### config.mk
export PLATFORM = sky130hd
export DESIGN_NAME = prog_loader
export DESIGN_NICKNAME = d
export VERILOG_FILES = /design/src/rtl/prog_loader.sv
export SDC_FILE = /design/constraint.sdc
export NUM_CORES = 1
export LEC_CHECK = 0
export ABC_AREA = 1
export BUFFER_PORTS_ARGS = -buffer_cell sky130_fd_sc_hd__buf_4
export CORE_MARGIN = 2
export CORE_UTILIZATION = 30
export CTS_BUF_LIST = sky130_fd_sc_hd__clkbuf_16
export DETAILED_ROUTE_END_ITERATION = 16
export PLACE_DENSITY = 0.47
export SETUP_SLACK_MARGIN = 0.1
export SYNTH_ARGS = -nofsm -noshare
export SYNTH_HDL_FRONTEND = slang
export SYNTH_SLANG_ARGS = --single-unit
### constraint.sdc
create_clock -name clk -period 10.8 [get_ports clk]
set_clock_uncertainty 0.15 [all_clocks]
set_input_delay 1.62 -clock clk [delete_from_list [all_inputs] [get_ports clk]]
set_output_delay 1.62 -clock clk [all_outputs]
set_load 0.02 [all_outputs]
### src/rtl/prog_loader.sv
// Byte-stream program loader: parses a framed LE image and writes instruction/data
// words through the CPU's external memory ports, then releases the CPU.
module prog_loader #(
  parameter int unsigned IMEM_WORDS = 512,
  parameter int unsigned DMEM_WORDS = 1024,
  parameter logic [63:0] IMEM_BASE  = '0,
  parameter logic [63:0] DMEM_BASE  = '0
) (
  input  logic        clk,
  input  logic        arst,
  input  logic        start,
  input  logic        in_valid,
  input  logic [7:0]  in_data,
  output logic        in_ready,
  output logic [63:0] addr_ext,
  output logic        wen_ext,
  output logic [31:0] wdata_ext,
  output logic        ren_ext,
  output logic [63:0] addr_ext_2,
  output logic        wen_ext_2,
  output logic [63:0] wdata_ext_2,
  output logic        ren_ext_2,
  output logic        cpu_enable,
  output logic        busy,
  output logic        error
);

  typedef enum logic [2:0] {IDLE, HDR, IMEM, DMEM, RUN, ERR} state_e;

  localparam logic [16:0] ILIM = 17'(IMEM_WORDS);
  localparam logic [16:0] DLIM = 17'(DMEM_WORDS);

  state_e      state_q, state_d;
  logic [2:0]  idx_q, idx_d;
  logic [15:0] wcnt_q, wcnt_d;
  logic [15:0] icnt_q, icnt_d;
  logic [15:0] dcnt_q, dcnt_d;
  logic [63:0] asm_q, asm_d;
  logic [63:0] iaddr_q, iaddr_d;
  logic [31:0] idata_q, idata_d;
  logic        iwen_q, iwen_d;
  logic [63:0] daddr_q, daddr_d;
  logic [63:0] ddata_q, ddata_d;
  logic        dwen_q, dwen_d;
  logic        en_q;
  logic        accept;

  assign busy     = (state_q == HDR) || (state_q == IMEM) || (state_q == DMEM);
  assign in_ready = busy;
  assign error    = (state_q == ERR);
  assign accept   = in_valid && in_ready;

  always_comb begin
    state_d = state_q;
    idx_d   = idx_q;
    wcnt_d  = wcnt_q;
    icnt_d  = icnt_q;
    dcnt_d  = dcnt_q;
    asm_d   = asm_q;
    iaddr_d = iaddr_q;
    idata_d = idata_q;
    iwen_d  = 1'b0;
    daddr_d = daddr_q;
    ddata_d = ddata_q;
    dwen_d  = 1'b0;

    // The byte lands in the assembly buffer before the word/header is decoded,
    // so the completing byte is visible through asm_d in the same cycle.
    if (accept) asm_d[{idx_q, 3'b000} +: 8] = in_data;

    case (state_q)
      IDLE: begin
        if (start) begin
          state_d = HDR;
          idx_d   = '0;
          wcnt_d  = '0;
        end
      end
      HDR: begin
        if (accept) begin
          if (idx_q == 3'd3) begin
            icnt_d = asm_d[15:0];
            dcnt_d = asm_d[31:16];
            idx_d  = '0;
            wcnt_d = '0;
            if (({1'b0, asm_d[15:0]} > ILIM) || ({1'b0, asm_d[31:16]} > DLIM))
              state_d = ERR;
            else if (asm_d[15:0] != '0)
              state_d = IMEM;
            else if (asm_d[31:16] != '0)
              state_d = DMEM;
            else
              state_d = RUN;
          end else begin
            idx_d = idx_q + 3'd1;
          end
        end
      end
      IMEM: begin
        if (accept) begin
          if (idx_q == 3'd3) begin
            idata_d = asm_d[31:0];
            iaddr_d = IMEM_BASE + {46'b0, wcnt_q, 2'b00};
            iwen_d  = 1'b1;
            idx_d   = '0;
            if (wcnt_q == icnt_q - 16'd1) begin
              wcnt_d  = '0;
              state_d = (dcnt_q != '0) ? DMEM : RUN;
            end else begin
              wcnt_d = wcnt_q + 16'd1;
            end
          end else begin
            idx_d = idx_q + 3'd1;
          end
        end
      end
      DMEM: begin
        if (accept) begin
          if (idx_q == 3'd7) begin
            ddata_d = asm_d;
            daddr_d = DMEM_BASE + {45'b0, wcnt_q, 3'b000};
            dwen_d  = 1'b1;
            idx_d   = '0;
            if (wcnt_q == dcnt_q - 16'd1) begin
              wcnt_d  = '0;
              state_d = RUN;
            end else begin
              wcnt_d = wcnt_q + 16'd1;
            end
          end else begin
            idx_d = idx_q + 3'd1;
          end
        end
      end
      default: ;
    endcase
  end

  always_ff @(posedge clk or posedge arst) begin
    if (arst) begin
      state_q <= IDLE;
      idx_q   <= '0;
      wcnt_q  <= '0;
      icnt_q  <= '0;
      dcnt_q  <= '0;
      asm_q   <= '0;
      iaddr_q <= '0;
      idata_q <= '0;
      iwen_q  <= 1'b0;
      daddr_q <= '0;
      ddata_q <= '0;
      dwen_q  <= 1'b0;
      en_q    <= 1'b0;
    end else begin
      state_q <= state_d;
      idx_q   <= idx_d;
      wcnt_q  <= wcnt_d;
      icnt_q  <= icnt_d;
      dcnt_q  <= dcnt_d;
      asm_q   <= asm_d;
      iaddr_q <= iaddr_d;
      idata_q <= idata_d;
      iwen_q  <= iwen_d;
      daddr_q <= daddr_d;
      ddata_q <= ddata_d;
      dwen_q  <= dwen_d;
      en_q    <= (state_q == RUN);
    end
  end

  assign addr_ext    = iaddr_q;
  assign wen_ext     = iwen_q;
  assign wdata_ext   = idata_q;
  assign ren_ext     = 1'b0;
  assign addr_ext_2  = daddr_q;
  assign wen_ext_2   = dwen_q;
  assign wdata_ext_2 = ddata_q;
  assign ren_ext_2   = 1'b0;
  assign cpu_enable  = en_q;

endmodule

# Word-level counts from Yosys, hierarchy flattened
# Cells that the tools add are included.
# word_totals
register_bits,249
input_bits,12
output_inout_bits,232
word_cells,96
# classes
n_addsub,5
magnitude_cmp,2
n_eq_ne,19
n_shift,2
n_mux,38
n_reduce_logical,17
# op_table
cell,n
16-bit 2-to-1 mux,9
64-bit bitwise mux,1
64-bit 2-to-1 mux,1
16-bit case mux with 4 select lines,1
"8-bit by 8-bit variable shift with 64-bit output, first input constant",1
8-bit by 8-bit indexed part select with 64-bit output,1
3-bit 2-to-1 mux,18
16-bit nonzero test,3
16-bit == test,2
"16-bit by 1-bit subtractor with 16-bit output, second input constant",2
"16-bit by 1-bit adder with 16-bit output, second input constant",1
"16-bit by 10-bit > comparator with 1-bit output, second input constant",1
"16-bit by 11-bit > comparator with 1-bit output, second input constant",1
"2-bit by 1-bit != test with 1-bit output, second input constant",6
3-bit case mux with 4 select lines,1
10-bit AND reduction,1
"3-bit by 2-bit == test with 1-bit output, second input constant",3
"3-bit == test, second input constant",3
3-bit case mux with 3 select lines,1
3-bit AND reduction,3
"2-bit != test, second input constant",4
6-bit negation with 8-bit output,1
8-bit AND reduction,1
1-bit 2-to-1 mux,6
9 further kinds,11

# Logic depth before layout (Yosys ltp)
# depth
ltp_word,12
mapped_depth,20
ltp_nobuf,20

# Worst setup path before layout
# OpenSTA, ideal clock, no wires.
# synth_timing
kind,input port to flip-flop
startpoint,in in_valid
endpoint,reg state_q[2]
setup_ps,120
arrival_time_ps,3030
required_ps,10530
setup_slack_ps,7500
cell_stages,16
path_buffers,1
cell_sequence,inv_1 nor3_4 nand2_1 clkbuf_1 nand2_1 o21ai_0 nor2_1 nand2_1 nor2_1 nand2_1 nand2_1 nand3_1 nand2_1 nand2_1 nand2_1 nand2_1
# synth_between
elab_chain_cells,9
word_cells_on_any_way,17
cone_classes,2 x order compare; 3 x eq/ne; 7 x mux; 5 x reduce/logical
# synth_lines
element,line_no,source
"start, declared",12,"input logic in_valid,"
1-bit logical AND (*),51,assign accept = in_valid && in_ready;
64-bit 2-to-1 mux (*),69,"if (accept) asm_d[{idx_q, 3'b000} +: 8] = in_data;"
named net asm_d[24],38,"logic [63:0] asm_q, asm_d;"
branches (longest 3 deep; another with 16-bit by 11-bit > comparator with 1-bit output),n/a,
3-bit 2-to-1 mux (*),86,"if (({1'b0, asm_d[15:0]} > ILIM) || ({1'b0, asm_d[31:16]} > DLIM))"
3-bit 2-to-1 mux (*),81,if (idx_q == 3'd3) begin
3-bit 2-to-1 mux (*),80,if (accept) begin
3-bit case mux with 4 select lines (*),71,case (state_q)
"end signal, assigned",155,state_q <= state_d;
"end, declared",33,"state_e state_q, state_d;"
# Mark *: on every way through the listed nets, which the timed path passes. The select of a mux whose other input is x is not followed.
# A chain may end at the register's enable or synchronous reset.

# Worst setup path in the final report
# layout_timing
startpoint,reg idx_q[0]
endpoint,reg state_q[2]
# layout_between
elab_chain_cells,11
word_cells_on_any_way,22
cone_classes,1 x add/sub; 2 x order compare; 5 x eq/ne; 2 x shift; 8 x mux; 4 x reduce/logical
# layout_lines
element,line_no,source
"start, declared",34,"logic [2:0] idx_q, idx_d;"
"start signal, assigned",156,idx_q <= idx_d;
6-bit negation with 8-bit output (*),69,
8-bit by 8-bit indexed part select with 64-bit output / 8-bit by 8-bit variable shift with 64-bit output (equally long branches),69,
64-bit bitwise mux (*),69,
64-bit 2-to-1 mux (*),69,
named net asm_d[20],38,
branches (longest 3 deep; another with 16-bit by 11-bit > comparator with 1-bit output),n/a,
3-bit 2-to-1 mux (*),86,
3-bit 2-to-1 mux (*),81,
3-bit 2-to-1 mux (*),80,
3-bit case mux with 4 select lines (*),71,
# Marked as above.

==> results.sh <==
export IMPL_status="complete, no violations"
export IMPL_drtIter0Drc=586
export IMPL_grt_start_max_net_pins=118
export IMPL_switchingPower_uw=459.6
export IMPL_cp_end_kind="register"
export IMPL_clockBufferDepth=3
export IMPL_ir_worst_vdd_uv=120.5
export IMPL_cts_resized=0
export IMPL_cts_htree_levels=1
export IMPL_cp_start_kind="register"
export IMPL_portBuffers=145
export IMPL_holdPathStages=2
export IMPL_antenna_cells=0
export IMPL_hp_class="reg2reg"
export IMPL_ys_types=33
export IMPL_rrSetupSlack_ps=7150
export IMPL_p_per_area_nw_per_um2=138.3
export IMPL_worst_pin_slew_ps=961.3
export IMPL_reg2reg_depth=19
export IMPL_area_delta_synth_final_pct=17.74
export IMPL_finalCritPeriodShare_pct=33.80
export IMPL_finalNetCount=1586
export IMPL_ys_ff_latch=249
export IMPL_final_layout_size_suffix_gt1_share_pct=12.79
export IMPL_cap_viol_max_count=0
export IMPL_setup_viol=0
export IMPL_die_w_um=202.9
export IMPL_crit_fanout=16
export IMPL_hold_violations=0
export IMPL_vias_per_cell=4.389
export IMPL_worstPathCellList="inv_2, ha_1, ha_1, nor2_1, nand3_1, nor2_2, nand2_1, nand2_1, nand2_1, nor2_1, nand2_1, nor2_1, nand2_1, nand2_1, nand3_1, nand2_1, nand2_1, nand2_1, nand2_1"
export IMPL_drt_pass1_iter_count=5
export IMPL_grt_util_met1_pct=22.20
export IMPL_relSlewSlack_pct=35.92
export IMPL_cts_setup_buffers=0
export IMPL_cts_made_buffers=29
export IMPL_grtUsageTotal_pct=15.83
export IMPL_antenna_left=0
export IMPL_p_seq_share_pct=48.5
export IMPL_slew_violations=0
export IMPL_path_buf_inv=1
export IMPL_ios=244
export IMPL_cts_root_buf="clkbuf_16"
export IMPL_worstSetupPathType="reg2reg"
export IMPL_clock_sinks=249
export IMPL_start_util_pct=30.56
export IMPL_routed_wl_um=32580
export IMPL_cpMostUsedCell="nand2_1"
export IMPL_critPathMaxStageDelay_ps=510
export IMPL_coreArea_sq_um=38830
export IMPL_syn_area_per_cell_sq_um=8.297
export IMPL_p_sw_share_pct=23.79
export IMPL_syn_cell_area_sq_um=11870
export IMPL_grt_util_met2_pct=25.66
export IMPL_grt_pass1_vias=8956
export IMPL_cts_tree="built"
export IMPL_max_freq_ghz=0.2740
export IMPL_p_comb_share_pct=4.1
export IMPL_dpl_hpwl_um=23030
export IMPL_setup_tns_ps=0
export IMPL_grt_pass1_wl_um=51670
export IMPL_synthCells=1430
export IMPL_clkTransAtPathRegs_ps=60
export IMPL_seq_area_frac_synth_pct=52.52
export IMPL_crit_cells=19
export IMPL_grtUsageMet3_pct=2.536
export IMPL_busiest_layer="met2"
export IMPL_vias=9204
export IMPL_power_leakage_uw=0.007320
export IMPL_gr_total_overflow=0
export IMPL_holdBufCountCts=0
export IMPL_yosysWarnings=0
export IMPL_row_count=72
export IMPL_slowest_stage="nor2_2"
export IMPL_rsz0062_at_grt="false"
export IMPL_synth_edf_count=0
export IMPL_synth_ff_type="dfrtp_1"
export IMPL_power_frac_clock_pct=47.4
export IMPL_antenna_found_initial=0
export IMPL_min_period_ps=3650
export IMPL_utilization_pct=35.98
export IMPL_remaining_drc_errors=0
export IMPL_gp_congestion=0.8756
export IMPL_post_drt_wl_per_cell_um=15.54
export IMPL_crit_family="simple AND/OR/NAND/NOR gates"
export IMPL_die_area_sq_um=41160
export IMPL_required_ps=11090
export IMPL_clock_latency_ps=550
export IMPL_n_fill_cell=4052
export IMPL_synthArstFlopShare_pct=100.0
export IMPL_arrival_ps=3940
export IMPL_p_int_uw=1472
export IMPL_chipHeight_um=202.9
worst paths after layout:
kind                           start       endpoint
max                         idx_q[0]     state_q[2]
min                        asm_q[22]      asm_q[22]
max reg2reg                 idx_q[0]     state_q[2]
min reg2reg                asm_q[22]      asm_q[22]
max in group asynchronous       arst      dcnt_q[1]
min in group asynchronous       arst  wdata_ext[23]
state kept, by name, indices dropped and copies added, names as in the netlist:
signal       flops
state_q          3
asm_q           64
icnt_q          16
idx_q            3
wen_ext          1
wdata_ext_2     64
wen_ext_2        1
addr_ext        16
dcnt_q          16
addr_ext_2      16
cpu_enable       1
wcnt_q          16
wdata_ext       32
kinds of logic after synthesis:
logic type               after synthesis  share of synthesized area (%)
AND/OR/NAND/NOR                      668                          22.59
other                                  1                        0.03161
AO/OA/AOI/OAI                        198                          8.552
adder cells (fa/ha/maj)               11                          1.160
buffers and inverters                254                          11.29
XOR/XNOR                              49                          3.860
flip-flops                           249                          52.52
tightest hold or removal path, stage by stage (launching register included):
cell,delay [ps]
dfrtp_1,340
nand2_1,60
nand2_1,50
synthesized netlist by cell type, types with 4 or more instances:
| cell | instances | area [sq um] |
|---|---|---|
| xor2_1 | 28 | 245.2 |
| nor3_1 | 9 | 45.04 |
| inv_1 | 102 | 382.9 |
| buf_2 | 9 | 45.04 |
| nor2_1 | 116 | 435.4 |
| nand4_1 | 11 | 68.82 |
| ha_1 | 11 | 137.6 |
| o21ai_0 | 177 | 885.9 |
| dfrtp_1 | 249 | 6231 |
| nand2_1 | 447 | 1678 |
| clkbuf_1 | 36 | 135.1 |
| xnor2_1 | 19 | 166.4 |
| buf_4 | 100 | 750.7 |
| a31oi_1 | 16 | 100.1 |
| nand3_1 | 75 | 375.4 |
| buf_1 | 4 | 15.01 |
power groups by stage:
stage               Combinational [uW]  Sequential, uW  Clock [uW]
finish                            78.7             937         916
global route                      87.7             936         982
CTS                               80.1             936         948
detailed placement                80.1             953           0
global placement                  80.0             953           0
floorplan                         84.8             953           0
cell type report:
| type | instances | area (sq um) | share of cell area, % |
|---|---|---|---|
| clock buffer | 29 | 725.7 | 5.195 |
| clock inverter | 18 | 136.4 | 0.9763 |
| inverter | 105 | 401.6 | 2.875 |
| sequential | 249 | 6231 | 44.60 |
| timing repair buffer | 154 | 1156 | 8.276 |
| multi-input combinational | 1024 | 4671 | 33.43 |
| tap | 518 | 648.1 | 4.640 |
placed cells by master (no fill, tap or decap):
cell type and instances:
nand3_1 74, buf_4 154, a31oi_1 16, inv_1 104, a21oi_1 2, nor3_4 1, conb_1 98, nand4_1 11
xnor2_1 19, inv_6 1, bufinv_16 2, or2_2 2, or2_1 1, xnor3_1 1, o21ai_0 177, clkinv_2 3
nand3_4 1, clkinv_1 7, and2_1 1, nor3_2 1, o21ai_1 1, nand2_1 447, xor2_1 28, nor4_1 1
nor3_1 9, nor2_2 2, ha_1 11, clkbuf_16 29, xor3_1 1, inv_2 3, inv_8 1, nand3b_1 1
o22ai_1 1, a21boi_0 1, nor2_1 116, dfrtp_1 249, clkinvlp_4 2
through the flow:
stage                     setup WS, ps  total power (uW)  hold WS (ps)  instance area (sq um)  cells
after floorplan                   2187              1038         291.9                  12230   1527
after global placement            6447              1033         307.5                  13110   2050
after detailed placement          6440              1033         313.8                  13110   2050
after CTS                         7031              1965         328.0                  13970   2097
after global routing              6725              2006         352.4                  13970   2097
final                             7150              1932         327.4                  13970   2097
routing by layer:
metal,share of wire (%),routed length [um],vias to the layer above
met2,47,15420,197
met5,0,0,-
met1,46,15070,4349
met3,4.3,1400,48
met4,2.1,694,0
li1,-,-,4610
No activity file was read; power rests on OpenSTA's default activity.
